### config.mk
export PLATFORM = sky130hd
export DESIGN_NAME = freq_meter_sched_flat
export DESIGN_NICKNAME = d
export VERILOG_FILES = /design/src/rtl/freq_meter_pkg.sv /design/src/rtl/freq_meter_sched_if.sv /design/src/rtl/freq_meter_rr_pick.sv /design/src/rtl/freq_meter_sched.sv /design/src/flat_wrapper.sv
export SDC_FILE = /design/constraint.sdc
export NUM_CORES = 1
export LEC_CHECK = 0
export BUFFER_PORTS_ARGS = -buffer_cell sky130_fd_sc_hd__clkbuf_2
export CORE_ASPECT_RATIO = 0.5
export CORE_MARGIN = 2
export CORE_UTILIZATION = 60
export DETAILED_ROUTE_END_ITERATION = 10
export HOLD_SLACK_MARGIN = 0.1
export PLACE_DENSITY = 0.78
export SYNTH_ARGS = -nofsm -noshare
export SYNTH_HDL_FRONTEND = slang
export SYNTH_SLANG_ARGS = --single-unit
export TNS_END_PERCENT = 30
### constraint.sdc
create_clock -name clk_i -period 6.05 [get_ports clk_i]
set_input_delay 1.21 -clock clk_i [delete_from_list [all_inputs] [get_ports clk_i]]
set_output_delay 1.21 -clock clk_i [all_outputs]
set_load 0.05 [all_outputs]
### src/rtl/freq_meter_pkg.sv
// Shared types and constants for the frequency-meter scheduler.
//   state_t   : scheduler FSM states
//   entry_t   : one result-file entry {alive, freq}
//   TMO_DEFAULT : per-channel dead-clock timeout in reference cycles
package freq_meter_pkg;

    typedef enum logic [2:0] {
        ST_IDLE,
        ST_SWITCH,
        ST_DISCARD,
        ST_MEAS,
        ST_STORE
    } state_t;

    typedef struct packed {
        logic        alive;
        logic [31:0] freq;
    } entry_t;

    // Two 1/8 s gates at 250 MHz.
    localparam logic [31:0] TMO_DEFAULT = 32'd62500000;

endpackage

### src/rtl/freq_meter_sched_if.sv
// Request handshake and meter-side signals of the scheduler.
//   master : scheduler view (drives mux select, meter clear, request ack)
//   slave  : requester / meter view
interface freq_meter_sched_if #(
    parameter int CW = 2
);
    logic          req;        // one-shot measurement request
    logic [CW-1:0] req_ch;     // channel for req
    logic          req_ack;    // request latched
    logic [CW-1:0] mux_sel;    // clock-mux select to the meter
    logic          meter_clr;  // one-cycle clear after each switch
    logic [31:0]   meas_val;   // meter result in Hz
    logic          meas_vld;   // one strobe per completed gate

    modport master (
        input  req, req_ch, meas_val, meas_vld,
        output req_ack, mux_sel, meter_clr
    );

    modport slave (
        output req, req_ch, meas_val, meas_vld,
        input  req_ack, mux_sel, meter_clr
    );
endinterface

### src/rtl/freq_meter_rr_pick.sv
// Round-robin search: first set bit of mask_i at or after ptr_i, wrapping
// modulo NCH. Purely combinational.
//   mask_i  : candidate channels
//   ptr_i   : search start (must be < NCH)
//   ch_o    : selected channel (0 when none found)
//   found_o : at least one mask bit set
module freq_meter_rr_pick #(
    parameter int NCH = 4,
    parameter int CW  = 2
) (
    input  logic [NCH-1:0] mask_i,
    input  logic [CW-1:0]  ptr_i,
    output logic [CW-1:0]  ch_o,
    output logic           found_o
);

    logic [CW:0]   sum;
    logic [CW-1:0] idx;

    always_comb begin
        ch_o    = '0;
        found_o = 1'b0;
        sum     = '0;
        idx     = '0;
        for (int i = 0; i < NCH; i++) begin
            // ptr + i < 2*NCH, so a single conditional subtract wraps it
            sum = {1'b0, ptr_i} + (CW+1)'(i);
            if (sum >= (CW+1)'(NCH)) sum = sum - (CW+1)'(NCH);
            idx = sum[CW-1:0];
            if (!found_o && mask_i[idx]) begin
                found_o = 1'b1;
                ch_o    = idx;
            end
        end
    end

endmodule

### src/rtl/freq_meter_sched.sv
// Time-multiplexes one frequency meter across NCH clock sources.
// Selects a channel, clears the meter, discards DISC gate results, stores one
// result per channel and flags channels whose clock produces no result within
// TMO reference cycles as dead. A pending one-shot request beats round-robin.
//   clk_i, rstn_i   : reference clock, async active-low reset
//   en_i, mask_i    : scheduler enable, round-robin channel mask
//   bus (master)    : req/req_ch/req_ack, mux_sel/meter_clr, meas_val/meas_vld
//   rd_ch_i         : result-file read address
//   rd_freq_o/alive : registered read data (1-cycle latency)
//   upd_o, upd_ch_o : result-file entry written
//   busy_o          : FSM not idle
module freq_meter_sched
    import freq_meter_pkg::*;
#(
    parameter int          NCH  = 4,
    parameter int          CW   = 2,
    parameter int          DISC = 2,
    parameter logic [31:0] TMO  = TMO_DEFAULT
) (
    input  logic            clk_i,
    input  logic            rstn_i,
    input  logic            en_i,
    input  logic [NCH-1:0]  mask_i,
    input  logic [CW-1:0]   rd_ch_i,
    output logic [31:0]     rd_freq_o,
    output logic            rd_alive_o,
    output logic            upd_o,
    output logic [CW-1:0]   upd_ch_o,
    output logic            busy_o,
    freq_meter_sched_if.master bus
);

    localparam int DW = (DISC > 1) ? $clog2(DISC + 1) : 1;

    state_t        state_q, state_d;
    logic [CW-1:0] ptr_q;
    logic          req_pend_q;
    logic [CW-1:0] req_ch_q;
    logic          req_ack_q;
    logic          from_req_q;
    logic [CW-1:0] mux_sel_q;
    logic [DW-1:0] disc_q;
    logic [31:0]   tmo_q;
    entry_t        file_q [NCH];
    entry_t        rd_q;

    logic [CW-1:0] rr_ch;
    logic          rr_found;
    logic          start;
    logic [CW-1:0] pick_ch;
    logic          tmo_hit;
    logic          disc_done;
    logic          wr_en;
    entry_t        wr_entry;

    freq_meter_rr_pick #(.NCH(NCH), .CW(CW)) u_pick (
        .mask_i  (mask_i),
        .ptr_i   (ptr_q),
        .ch_o    (rr_ch),
        .found_o (rr_found)
    );

    assign start     = en_i && (req_pend_q || rr_found);
    assign pick_ch   = req_pend_q ? req_ch_q : rr_ch;
    assign tmo_hit   = (tmo_q >= TMO - 32'd1);
    assign disc_done = bus.meas_vld && (disc_q == DW'(1));

    // A timeout in DISCARD stores a dead entry; in MEAS a same-cycle strobe
    // still counts as a live result. Dropping en_i suppresses any write.
    always_comb begin
        wr_en    = 1'b0;
        wr_entry = '0;
        if (en_i) begin
            if (state_q == ST_MEAS && bus.meas_vld) begin
                wr_en    = 1'b1;
                wr_entry = '{alive: 1'b1, freq: bus.meas_val};
            end else if ((state_q == ST_MEAS || state_q == ST_DISCARD) && tmo_hit) begin
                wr_en = 1'b1;
            end
        end
    end

    // State register
    always_ff @(posedge clk_i or negedge rstn_i) begin
        if (!rstn_i) state_q <= ST_IDLE;
        else         state_q <= state_d;
    end

    // Next state
    always_comb begin
        state_d = state_q;
        case (state_q)
            ST_IDLE:    if (start) state_d = ST_SWITCH;
            ST_SWITCH: begin
                if (!en_i)          state_d = ST_IDLE;
                else if (DISC == 0) state_d = ST_MEAS;
                else                state_d = ST_DISCARD;
            end
            ST_DISCARD: begin
                if (!en_i)          state_d = ST_IDLE;
                else if (tmo_hit)   state_d = ST_STORE;
                else if (disc_done) state_d = ST_MEAS;
            end
            ST_MEAS: begin
                if (!en_i)                        state_d = ST_IDLE;
                else if (bus.meas_vld || tmo_hit) state_d = ST_STORE;
            end
            ST_STORE:   state_d = ST_IDLE;
            default:    state_d = ST_IDLE;
        endcase
    end

    // Outputs
    always_comb begin
        bus.meter_clr = (state_q == ST_SWITCH);
        upd_o         = (state_q == ST_STORE);
        upd_ch_o      = (state_q == ST_STORE) ? mux_sel_q : '0;
        busy_o        = (state_q != ST_IDLE);
    end

    assign bus.mux_sel = mux_sel_q;
    assign bus.req_ack = req_ack_q;
    assign rd_freq_o   = rd_q.freq;
    assign rd_alive_o  = rd_q.alive;

    // Datapath: request latch, channel/pointer, counters
    always_ff @(posedge clk_i or negedge rstn_i) begin
        if (!rstn_i) begin
            ptr_q      <= '0;
            req_pend_q <= 1'b0;
            req_ch_q   <= '0;
            req_ack_q  <= 1'b0;
            from_req_q <= 1'b0;
            mux_sel_q  <= '0;
            disc_q     <= '0;
            tmo_q      <= '0;
        end else begin
            req_ack_q <= 1'b0;
            if (bus.req && !req_pend_q) begin
                req_pend_q <= 1'b1;
                req_ch_q   <= bus.req_ch;
                req_ack_q  <= 1'b1;
            end
            case (state_q)
                ST_IDLE: if (start) begin
                    mux_sel_q  <= pick_ch;
                    from_req_q <= req_pend_q;
                end
                ST_SWITCH: begin
                    disc_q <= DW'(DISC);
                    tmo_q  <= '0;
                end
                ST_DISCARD, ST_MEAS: begin
                    if (tmo_q != '1) tmo_q <= tmo_q + 32'd1;
                    if (state_q == ST_DISCARD && bus.meas_vld && disc_q != '0)
                        disc_q <= disc_q - DW'(1);
                end
                ST_STORE: begin
                    // from_req_q implies the request is still pending, so the
                    // accept branch above cannot fire in the same cycle.
                    if (from_req_q)
                        req_pend_q <= 1'b0;
                    else if (mux_sel_q == CW'(NCH - 1))
                        ptr_q <= '0;
                    else
                        ptr_q <= mux_sel_q + CW'(1);
                end
                default: ;
            endcase
        end
    end

    // Result file with registered read port
    always_ff @(posedge clk_i or negedge rstn_i) begin
        if (!rstn_i) begin
            for (int i = 0; i < NCH; i++) file_q[i] <= '0;
            rd_q <= '0;
        end else begin
            if (wr_en) file_q[mux_sel_q] <= wr_entry;
            rd_q <= file_q[rd_ch_i];
        end
    end

endmodule

### src/flat_wrapper.sv
// flat-port wrapper written by rule: the top's interface ports become plain ports
module freq_meter_sched_flat import freq_meter_pkg::*;
#(
    parameter int          NCH  = 4,
    parameter int          CW   = 2,
    parameter int          DISC = 2,
    parameter logic [31:0] TMO  = TMO_DEFAULT
)
  (clk_i, rstn_i, en_i, mask_i, rd_ch_i, rd_freq_o, rd_alive_o, upd_o, upd_ch_o, busy_o, bus_req, bus_req_ch, bus_meas_val, bus_meas_vld, bus_req_ack, bus_mux_sel, bus_meter_clr);
  freq_meter_sched_if #(.CW(CW)) bus_i ();
  input  logic clk_i;
  input  logic rstn_i;
  input  logic en_i;
  input  logic [NCH-1:0] mask_i;
  input  logic [CW-1:0] rd_ch_i;
  output logic [31:0] rd_freq_o;
  output logic rd_alive_o;
  output logic upd_o;
  output logic [CW-1:0] upd_ch_o;
  output logic busy_o;
  input wire logic [$bits(bus_i.req)-1:0] bus_req;
  input wire logic [$bits(bus_i.req_ch)-1:0] bus_req_ch;
  input wire logic [$bits(bus_i.meas_val)-1:0] bus_meas_val;
  input wire logic [$bits(bus_i.meas_vld)-1:0] bus_meas_vld;
  output wire logic [$bits(bus_i.req_ack)-1:0] bus_req_ack;
  output wire logic [$bits(bus_i.mux_sel)-1:0] bus_mux_sel;
  output wire logic [$bits(bus_i.meter_clr)-1:0] bus_meter_clr;
  assign bus_i.req = bus_req;
  assign bus_i.req_ch = bus_req_ch;
  assign bus_i.meas_val = bus_meas_val;
  assign bus_i.meas_vld = bus_meas_vld;
  assign bus_req_ack = bus_i.req_ack;
  assign bus_mux_sel = bus_i.mux_sel;
  assign bus_meter_clr = bus_i.meter_clr;
  freq_meter_sched #(.NCH(NCH), .CW(CW), .DISC(DISC), .TMO(TMO)) u_core (.clk_i(clk_i), .rstn_i(rstn_i), .en_i(en_i), .mask_i(mask_i), .rd_ch_i(rd_ch_i), .rd_freq_o(rd_freq_o), .rd_alive_o(rd_alive_o), .upd_o(upd_o), .upd_ch_o(upd_ch_o), .busy_o(busy_o), .bus(bus_i));
endmodule
==> run summary <==
* 3.50 ns — register-to-register path setup slack
* 6 — depth of the worst register-to-register path
* 0.3422 GHz — timing-limited maximum frequency
* u_core.from_req_q — hold path startpoint
* 91.12 um — die height
* u_core.file_q[10] — worst reg2reg path endpoint
* 494 — DRC violation total after the first TritonRoute iteration
* 0 — antenna viol nets, final
* 0.07 ns — clock input transition at the sequential cells of the worst setup and hold paths
* 0.4831 — final cycle utilization of the critical path
* completed — outcome
* register — startpoint class of the critical path
* 21210 um — total length of routed wires
* 85 — # port buffers
* 0.0002197 V — Peak supply drop
* 0 — number of warnings printed during yosys synthesis
* 0 — number of buffers added to fix hold violations after cts
* 35350 um — wire length of the first global-routing pass
* 0 — # setup viols final
* sky130_fd_sc_hd__dfrtp_1 — slowest cell on the critical path
* 3.072 ns — DP Worst Slack
* sky130_fd_sc_hd__clkbuf_16 — Root Buffer
* 0.01624 sq mm — floorplan die area
* 0 — total DRC errors in the routed layout
* 6 — worst-path fanout max
* sky130_fd_sc_hd__dfrtp_1 (211), sky130_fd_sc_hd__o2bb2ai_1 (96), sky130_fd_sc_hd__clkbuf_2 (84) — most used cells in the layout excluding fill and tap cells
* 4.84 ns — CP required
* nor2_1 > nand2_1 > nor2_1 > clkbuf_2 — critical-path cell list
* 0.009107 sq mm — post-synthesis instance area
* no — unrepaired setup endpoints after global routing
* 1.000 — async set-or-reset flop fraction in the synthesized netlist
* sky130_fd_sc_hd__nor2_1 — most frequent cell on the critical path
* sky130_fd_sc_hd__dfrtp_1 (58%), sky130_fd_sc_hd__o2bb2ai_1 (9.2%), sky130_fd_sc_hd__mux4_2 (8.2%), sky130_fd_sc_hd__a22o_1 (3.1%), sky130_fd_sc_hd__nand2_1 (2.4%) — Area contributors post-synth
* 0.3360 — worst max-slew margin expressed relative to the limit
* 21.25 um — Routed wire per std cell
* 0 — total grt overflow
* 31 — FP Rows
* 0.02177 ns — worst clock skew
* 0 — number of antenna violations at the first check in global routing
* 0.42 ns — maximum single-stage delay on the critical path
* done — clock tree from TritonCTS
* 421.3 mW/mm^2 — cell area power density
* 1 — maximum level of the CTS H-tree
* 86 — number of I/O pins
* 0 — setup fix buffers added after clock tree synthesis
* 0.5797 — sequential-to-total area share from yosys stat
* primary output — crit end category
* 50 — number of different library cells in the post-synthesis netlist
* 718 — number of instances in the synthesized netlist
* 12640 um — HPWL Detailed
* u_core.state_q[1] — source of the critical timing path
* 211 — flip-flop and latch count after synthesis
* upd_ch_o[1] — critical path capture point
* 0 — Maximum Capacitance Violations
* 211 — sink count of the clock tree
* 6612 — number of vias after detailed routing
* 6837 — number of global-route vias before repair
* 6.625 — vias per cell
* reg2out — kind of critical path
* sky130_fd_sc_hd__dfrtp_1 — library cell with the largest summed area after synthesis
* 0 — EDFF count, synth
* reg2reg — Worst Hold Class
* 0.50 ns — insertion delay of the later-clocked pin in the worst-skew pair
* 4.371 mW — total power draw
* 0.01466 sq mm — placeable core region
* 178.2 um — floorplan die width
* 0.2175 — fraction of layout cells with a size suffix above 1
* 0.7888 — placer's final routability congestion estimate
* 4.558 nW — LEAKAGE
* 770 — Mapped Nets
* 0 — final hold violations
* 0.5797 — top cell type's share of synthesized area
* 1.71 ns — Data arrival, critical path
* 0.2746 — total routing resource utilization after global routing
* 0 — Max Transition Viols Final
* u_core.tmo_q[23] — origin of the critical flop-to-flop path
* 18 — number of buffers inserted during clock tree synthesis
* 0 — number of resized instances in the post-cts repair step
* 2.923 ns — clock period minus final worst setup slack
* 0.6212 — starting density of the core
* 4 — number of detailed-route iterations in the first pass
* 841 — number of nets in the final layout
* 12.68 sq um — average size of a mapped cell
* sky130_fd_sc_hd__dfrtp_1 — most common cell after layout, fill and taps aside
* 0.4783 ns — Post-Route Hold Slack
* 0 — ANT cells
* 112 — largest net degree at the start of global routing
* 0.9960 ns — transition at the pin with the smallest max-transition slack
* 3.127 ns — post-route setup slack
* sky130_fd_sc_hd__dfrtp_1 — most used flip-flop cell after synthesis
* 0 ns — Setup Total Neg Slack
* 13.92% — synthesis-to-finish area growth
* 3 — maximum root-to-sink buffer count
-- worst min path at each step --
stage,to,depth (start not counted)
floorplan,u_core.req_pend_q,1
global placement,u_core.req_pend_q,1
detailed placement,u_core.req_pend_q,1
CTS,u_core.req_pend_q,1
global route,u_core.req_pend_q,1
finish,u_core.req_pend_q,1
-- flip-flops by register name (all words and copies together) (netlist names) --
signal / count
u_core.file_q: 132
u_core.rd_freq_o: 32
u_core.tmo_q: 32
u_core.state_q: 3
u_core.bus.mux_sel: 2
u_core.disc_q: 2
u_core.ptr_q: 2
u_core.req_ch_q: 2
u_core.bus.req_ack: 1
u_core.from_req_q: 1
u_core.rd_alive_o: 1
u_core.req_pend_q: 1
-- cells in the mapped netlist, types with 4 or more instances --
master                        n
sky130_fd_sc_hd__mux2_2       5
sky130_fd_sc_hd__o2bb2ai_1   96
sky130_fd_sc_hd__or3_1       16
sky130_fd_sc_hd__dfrtp_1    211
sky130_fd_sc_hd__o31ai_1     15
sky130_fd_sc_hd__clkbuf_1    28
sky130_fd_sc_hd__buf_2       13
sky130_fd_sc_hd__nor2_1      18
sky130_fd_sc_hd__o211ai_1     5
sky130_fd_sc_hd__mux2i_1      4
sky130_fd_sc_hd__o21bai_1     4
sky130_fd_sc_hd__nand3_1     17
sky130_fd_sc_hd__nand2_1     58
sky130_fd_sc_hd__o21ai_0     19
sky130_fd_sc_hd__a22o_1      32
sky130_fd_sc_hd__or4_1       12
sky130_fd_sc_hd__ha_1         7
sky130_fd_sc_hd__and4_1       7
sky130_fd_sc_hd__nor3_1       4
sky130_fd_sc_hd__nand4_1     11
sky130_fd_sc_hd__a21oi_1     41
sky130_fd_sc_hd__mux4_2      33
sky130_fd_sc_hd__inv_1       12
sky130_fd_sc_hd__o21a_1       4
sky130_fd_sc_hd__and3_1       5
sky130_fd_sc_hd__o22ai_1      4
-- cell families after synthesis --
logic type	Yosys count	share of synthesized area
mux	42	0.09218
flops	211	0.5797
buf+inv	58	0.02651
xor+xnor	2	0.001924
fa+ha+maj	7	0.009616
compound gates	235	0.1973
simple gates	163	0.09273
-- through the flow --
stage	area (sq um)	instances	util
after floorplan	9107	718	-
after global placement	9719	967	0.6629
after detailed placement	9719	967	0.6629
after CTS	10380	998	0.7076
after global routing	10380	998	0.7076
final	10380	998	0.7076
-- critical path: cells and delay by family (launching register included) --
family,cells,cell delay [ns]
flip-flops,1,0.42
buffers and inverters,1,0.29
AND/OR/NAND/NOR,3,0.52
-- where the power goes --
part | leakage (nW) | internal, mW | switching, mW | total, mW
registers | 2.85 | 1.76 | 0.214 | 1.98
logic | 1.39 | 0.425 | 0.678 | 1.10
clock network | 0.319 | 0.778 | 0.513 | 1.29
-- per-layer routing --
layer	wire length (um)	global-route usage	part of all wire
met1	9025	0.3872	0.43
met2	10470	0.4483	0.49
met3	1353	0.04690	0.064
met4	363	0.07385	0.017
met5	0	0	0
-- layout make-up --
class                      count  area (sq um)
clock buffer                  23         479.2
tap                          198         247.7
sequential                   211          5280
clock inverter                 8         176.4
timing repair buffer          97         536.8
fill                        1005          4287
multi-input combinational    449          3610
inverter                      12         45.04
(Power assumes the default switching activity.)
